**src/rtl/msi_pkg.sv**
```systemverilog
// Shared types and constants for the MSI Memory Write TLP generator.
// Holds the FSM encoding, the capture snapshot and the vector-mask helper.
package msi_pkg;

    typedef enum logic [2:0] {
        S_IDLE,
        S_ACK,
        S_REQ,
        S_BEAT0,
        S_BEAT1,
        S_BEAT2,
        S_DONE
    } state_t;

    localparam logic [2:0] FMT_MWR32 = 3'b010;
    localparam logic [2:0] FMT_MWR64 = 3'b011;
    localparam logic [4:0] TYPE_MEM  = 5'b00000;
    localparam logic [2:0] MAX_MME   = 3'd5;

    typedef struct packed {
        logic        en;
        logic [7:0]  di;
        logic [2:0]  mme;
        logic [63:0] addr;
        logic [15:0] data;
        logic [15:0] cid;
    } snap_t;

    // Low bits of the message data that the vector number may replace.
    function automatic logic [7:0] vec_mask(input logic [2:0] mme);
        logic [2:0] m;
        m = (mme > MAX_MME) ? MAX_MME : mme;
        return 8'((9'd1 << m) - 9'd1);
    endfunction

endpackage

```
**src/rtl/msi_tlp_fmt.sv**
```systemverilog
// Combinational builder for the MSI MWr TLP: header DWs, payload,
// and the per-beat data/keep/last for the 64-bit stream.
module msi_tlp_fmt
    import msi_pkg::*;
#(
    parameter logic [7:0] REQ_TAG = 8'h00
) (
    input  snap_t       i_snap,
    input  logic [1:0]  i_beat,
    output logic [63:0] o_data,
    output logic [7:0]  o_keep,
    output logic        o_last,
    output logic        o_trunc
);

    logic [7:0]  w_mask;
    logic [15:0] w_msg;
    logic        w_is64;
    logic [2:0]  w_fmt;
    logic [31:0] w_dw0;
    logic [31:0] w_dw1;
    logic [31:0] w_pd;
    logic [31:0] w_alo;
    logic [31:0] w_ahi;

    assign w_mask  = vec_mask(i_snap.mme);
    assign w_msg   = (i_snap.data & ~{8'h00, w_mask})
                   | {8'h00, i_snap.di & w_mask};
    assign o_trunc = i_snap.di > w_mask;

    assign w_is64 = |i_snap.addr[63:32];
    assign w_fmt  = w_is64 ? FMT_MWR64 : FMT_MWR32;
    assign w_dw0  = {w_fmt, TYPE_MEM, 1'b0, 3'b000, 4'h0,
                     1'b0, 1'b0, 2'b00, 2'b00, 10'd1};
    assign w_dw1  = {i_snap.cid, REQ_TAG, 4'h0, 4'hF};
    // Payload byte 0 travels in the most significant byte of the DW.
    assign w_pd   = {w_msg[7:0], w_msg[15:8], 16'h0000};
    assign w_alo  = {i_snap.addr[31:2], 2'b00};
    assign w_ahi  = i_snap.addr[63:32];

    always_comb begin
        o_data = {w_dw1, w_dw0};
        o_keep = 8'hFF;
        o_last = 1'b0;
        unique case (i_beat)
            2'd1: begin
                o_data = w_is64 ? {w_alo, w_ahi} : {w_pd, w_alo};
                o_last = !w_is64;
            end
            2'd2: begin
                o_data = {32'h0000_0000, w_pd};
                o_keep = 8'h0F;
                o_last = 1'b1;
            end
            default: ;
        endcase
    end

endmodule

```
**src/rtl/msi_tlp_gen.sv**
```systemverilog
// MSI responder: acks cfg_interrupt requests, merges the vector into
// the MSI data and sends a 1-DW MWr on the arbitrated 64-bit TX stream.
module msi_tlp_gen
    import msi_pkg::*;
#(
    parameter logic [7:0]  REQ_TAG = 8'h00,
    parameter int unsigned CNT_W   = 16
) (
    input  logic             user_clk,
    input  logic             reset_n,
    input  logic             cfg_interrupt,
    input  logic [7:0]       cfg_interrupt_di,
    output logic             cfg_interrupt_rdy,
    input  logic             cfg_msi_enable,
    input  logic [2:0]       cfg_mmenable,
    input  logic [63:0]      cfg_msi_addr,
    input  logic [15:0]      cfg_msi_data,
    input  logic [15:0]      cfg_completer_id,
    output logic             tx_req,
    input  logic             tx_gnt,
    output logic [63:0]      tx_data,
    output logic [7:0]       tx_keep,
    output logic             tx_valid,
    output logic             tx_last,
    input  logic             tx_ready,
    output logic             busy,
    output logic             msi_dropped,
    output logic             vec_trunc,
    output logic [CNT_W-1:0] msi_sent_cnt
);

    state_t           r_state;
    state_t           w_next;
    snap_t            r_snap;
    logic             r_armed;
    logic [CNT_W-1:0] r_cnt;
    logic [1:0]       w_beat;
    logic [63:0]      w_data;
    logic [7:0]       w_keep;
    logic             w_last;
    logic             w_trunc;
    logic             w_capture;

    assign w_capture = (r_state == S_IDLE) && cfg_interrupt && r_armed;

    msi_tlp_fmt #(
        .REQ_TAG (REQ_TAG)
    ) u_fmt (
        .i_snap  (r_snap),
        .i_beat  (w_beat),
        .o_data  (w_data),
        .o_keep  (w_keep),
        .o_last  (w_last),
        .o_trunc (w_trunc)
    );

    always_ff @(posedge user_clk or negedge reset_n) begin
        if (!reset_n) begin
            r_state <= S_IDLE;
            r_armed <= 1'b1;
            r_snap  <= '0;
            r_cnt   <= '0;
        end else begin
            r_state <= w_next;
            // A level still held from the acked request must not re-arm.
            if (r_state == S_ACK) begin
                r_armed <= 1'b0;
            end else if (!cfg_interrupt) begin
                r_armed <= 1'b1;
            end
            if (w_capture) begin
                r_snap.en   <= cfg_msi_enable;
                r_snap.di   <= cfg_interrupt_di;
                r_snap.mme  <= cfg_mmenable;
                r_snap.addr <= cfg_msi_addr;
                r_snap.data <= cfg_msi_data;
                r_snap.cid  <= cfg_completer_id;
            end
            if (r_state == S_DONE && r_snap.en) begin
                r_cnt <= r_cnt + CNT_W'(1);
            end
        end
    end

    always_comb begin
        w_next            = r_state;
        w_beat            = 2'd0;
        cfg_interrupt_rdy = 1'b0;
        tx_req            = 1'b0;
        tx_valid          = 1'b0;
        msi_dropped       = 1'b0;
        vec_trunc         = 1'b0;
        unique case (r_state)
            S_IDLE: begin
                if (w_capture) w_next = S_ACK;
            end
            S_ACK: begin
                cfg_interrupt_rdy = 1'b1;
                vec_trunc         = w_trunc;
                msi_dropped       = !r_snap.en;
                w_next            = r_snap.en ? S_REQ : S_DONE;
            end
            S_REQ: begin
                tx_req = 1'b1;
                if (tx_gnt) w_next = S_BEAT0;
            end
            S_BEAT0: begin
                tx_req   = 1'b1;
                tx_valid = 1'b1;
                if (tx_ready) w_next = S_BEAT1;
            end
            S_BEAT1: begin
                w_beat   = 2'd1;
                tx_req   = 1'b1;
                tx_valid = 1'b1;
                if (tx_ready) w_next = w_last ? S_DONE : S_BEAT2;
            end
            S_BEAT2: begin
                w_beat   = 2'd2;
                tx_req   = 1'b1;
                tx_valid = 1'b1;
                if (tx_ready) w_next = S_DONE;
            end
            S_DONE: begin
                w_next = S_IDLE;
            end
            default: begin
                w_next = S_IDLE;
            end
        endcase
    end

    assign tx_data      = tx_valid ? w_data : 64'h0;
    assign tx_keep      = tx_valid ? w_keep : 8'h00;
    assign tx_last      = tx_valid && w_last;
    assign busy         = r_state != S_IDLE;
    assign msi_sent_cnt = r_cnt;

endmodule

```
**config.mk**
```make
export PLATFORM = sky130hd
export DESIGN_NAME = msi_tlp_gen
export DESIGN_NICKNAME = d
export VERILOG_FILES = /design/src/rtl/msi_pkg.sv /design/src/rtl/msi_tlp_fmt.sv /design/src/rtl/msi_tlp_gen.sv
export SDC_FILE = /design/constraint.sdc
export NUM_CORES = 1
export LEC_CHECK = 0
export BUFFER_PORTS_ARGS = -buffer_cell sky130_fd_sc_hd__clkbuf_2
export CORE_MARGIN = 2
export CORE_UTILIZATION = 51
export DETAILED_ROUTE_END_ITERATION = 10
export PLACE_DENSITY = 0.92
export SYNTH_ARGS = -nofsm -noshare
export SYNTH_HDL_FRONTEND = slang
export SYNTH_SLANG_ARGS = --single-unit
```
**constraint.sdc**
```tcl
create_clock -name user_clk -period 2.6 [get_ports user_clk]
set_input_delay 0.26 -clock user_clk [delete_from_list [all_inputs] [get_ports user_clk]]
set_output_delay 0.26 -clock user_clk [all_outputs]
set_load 0.02 [all_outputs]
```
==> impl_metrics.ini <==
[pwr]
switchingPower_w = 0.00400
netSwitchingFraction_pct = 36.3
clock_power_share_pct = 22.9
power_frac_comb_pct = 42.5
max-vdd-ir-drop_uv = 707
total_power_w = 0.0110
power_density_nw_per_um2 = 1190
p_seq_share_pct = 34.6
cellInternalPower_w = 0.00702
power.leakage_nw = 4.30

[synthesis]
synthCells = 556
synth-simple-area-share_pct = 10.4
synth.avg_cell_area_um2 = 11.3
synthesis.area_um2 = 6290
synth_xor_area_share_pct = 2.23
ys.flop_type = dfrtp_1
synth_most_common_cell = dfrtp_1
ys.warnings.count = 0
yosys.cell_types.count = 48
synth_edf_count = 0
ys_ff_latch = 126
yosys.area_share.adder_pct = 2.39
synth_top_area_share_pct = 49.7
synth_area_leaders = dfrtp_1, mux2_2, nand2_1, a21oi_1, mux2i_1
synth_top_family_by_area = multiplexers
async_flop_share_pct = 100
synth_area_leader_cell = dfrtp_1
synth.mux.area_fraction_pct = 22.4
synth_commonest_cells = dfrtp_1, mux2_2, nand2_1
synth_compound_area_share_pct = 8.46
seq_area_frac_synth_pct = 50.2

[timing]
drv_slew = 0
rsz0062_at_grt = true
setup_tns_ns = -4.53
fin_crit_sh_pct = 111
hold_viol = 0
max_freq_mhz = 345
skew_ns = 0.0113
setup_viol = 36
fin_ws_ns = -0.298
period_needed_ns = 2.90
slew-limit-headroom_pct = 50.2
worstMarginPinSlew_ns = 0.747

[floorplan]
ioPinCount = 208
dieArea_um2 = 13200
row_count = 40
die_h_um = 115
initial_utilization_pct = 52.4
die-width_um = 115
coreArea_um2 = 12000

[route]
vias = 5473
via_per_inst = 5.72
drc = 0
ant_nets = 0
avgRoutedWirePerCell_um = 20.0
drt_pass1_iterations = 6
routed_wl_um = 19100
drtIter0Drc = 418

[worst_setup_path]
crit_path_start_kind = flop
worst-path-max-fanout = 3
regToRegStartpoint = r_state[2]$_DFFE_PN0P_
endpoint = vec_trunc
reg2regPathDepth = 6
reg2reg_slack_ns = 0.44
crit_type = reg2out
rr_endpoint = r_snap[100]$_DFFE_PN0P_
crit_arrival_ns = 2.64
endpoint_kind = output pin
critPathRequiredTime_ns = 2.34
crit_start = r_snap[96]$_DFFE_PN0P_

[global_routing]
grt_pass1_vias = 5438
grt_overflow = 0
grt_pass1_wl_um = 27600
antenna_found_initial = 0
grt.total_usage_pct = 27.4
grt_max_degree = 127

[place]
port_buffers = 205
place.gp.congestion = 0.857
dp_slack_ns = 0.0154
place.detailed.hpwl_um = 11500

[finish]
antenna_cells = 0
multi_input_area_um2 = 3340
syn2layout_area_growth_pct = 47.0
fin_nets = 922
drive_gt1_share_pct = 58.7
fillCellCount = 716
regArea_um2 = 3160

[cts]
cts_max_path_buffers = 2
clock-root-buffer = clkbuf_16
cts_made_buffers = 17
insertion_delay_ns = 0.41
cts_tree = done
htree_levels = 4
clkSinkCount = 126
clk_pin_slew_ns = 0.06

[status]
status = finished with violations
failed_checks = negative setup slack

[run]
cap_viol_max_count = 0

[min_path]
min_path_type = in2reg
[area by class of cell]
type	count	area share (%)
multi-input cells	383	36.1
inverters	11	0.447
repair buffers	258	20.5
flip-flops and latches	126	34.1
clock buffers	25	5.36
well taps	147	1.99
clock inverters	6	1.41
[flip-flops by register name (all words and copies together) (netlist names)]
register and cells:
msi_sent_cnt 16, r_state 3, r_armed 1, r_snap 106
[layout by cell type, fill, tap and decap left out, types with 4 or more instances in the layout]
cell / count
nand2_1: 45
nand4_1: 7
a21oi_4: 7
a21oi_2: 19
dfrtp_1: 123
clkbuf_2: 144
ha_1: 9
clkbuf_1: 4
a21oi_1: 9
clkbuf_16: 17
buf_12: 12
o21ai_1: 23
nor4_2: 4
buf_2: 11
xnor2_1: 11
nand3_1: 6
inv_1: 11
buf_6: 21
buf_4: 57
mux2i_1: 11
and2_4: 12
xor2_1: 4
mux2i_2: 5
mux2_2: 108
buf_8: 4
o21ai_2: 8
nor2_1: 24
o21ai_0: 6
clkbuf_8: 8
bufinv_16: 4
[worst min-delay path by stage]
stage | startpoint | endpoint | slack, ns | cells past startpoint
after detailed placement | cfg_interrupt | r_armed$_DFFE_PN1P_ | 0.42 | 2
final | cfg_completer_id[6] | r_snap[6]$_DFFE_PN0P_ | 0.08 | 2
after floorplan | reset_n | msi_sent_cnt[0]$_DFFE_PN0P_ | -0.04 | 0
after global routing | cfg_msi_data[9] | r_snap[25]$_DFFE_PN0P_ | 0.07 | 2
after global placement | reset_n | r_snap[11]$_DFFE_PN0P_ | 0.42 | 2
after CTS | cfg_mmenable[2] | r_snap[98]$_DFFE_PN0P_ | 0.05 | 3
[stage by stage]
step | util [%] | hold slack, ns | instances | cell area [um2]
6_report | 77.0 | 0.0754 | 956 | 9250
5_1_grt | 77.0 | 0.0667 | 956 | 9250
4_1_cts | 73.8 | 0.0518 | 950 | 8860
3_5_place_dp | 62.9 | 0.424 | 893 | 7550
3_3_place_gp | 62.9 | 0.415 | 893 | 7550
2_1_floorplan | - | -0.0356 | 557 | 6290
[per-layer routing]
metal	GRT usage (%)	vias up	wire length [um]
met1	33.0	2704	7400
met4	11.3	0	697
met3	7.80	56	1370
li1	-	2461	-
met5	0	-	0
met2	46.5	252	9630
[worst max-delay path, cell delays in order, from the launching register on]
cell	delay, ns
dfrtp_1	0.40
or3_4	0.40
ha_4	0.29
ha_4	0.19
nor2b_4	0.12
o21a_1	0.18
o21a_1	0.19
o21bai_1	0.16
a21oi_1	0.11
buf_4	0.17
[cells by family (layout without fill, tap and decap cells)]
logic type      after synthesis  after routing
simple gates                131            132
compound gates               94             94
flops                       126            126
other cells                   1              2
fa+ha+maj                    12             12
xor+xnor                     16             16
mux                         127            127
buf+inv                      49            300
[power groups by stage]
stage	Combinational, W	Sequential, W	Clock (W)
2_1_floorplan	0.00279	0.00339	0
3_3_place_gp	0.00363	0.00354	0
3_5_place_dp	0.00376	0.00360	0
4_1_cts	0.00425	0.00365	0.00254
5_1_grt	0.00503	0.00391	0.00264
6_report	0.00468	0.00381	0.00252
[timing repair]
item	CTS	global route
setup endpoints to repair	62	62
hold buffers	2	0
resized for setup	90	168
pin swaps	28	37
setup buffers	17	9
cloned	7	2
hold endpoints to repair	60	0
Power figures use the tool's default switching activity.
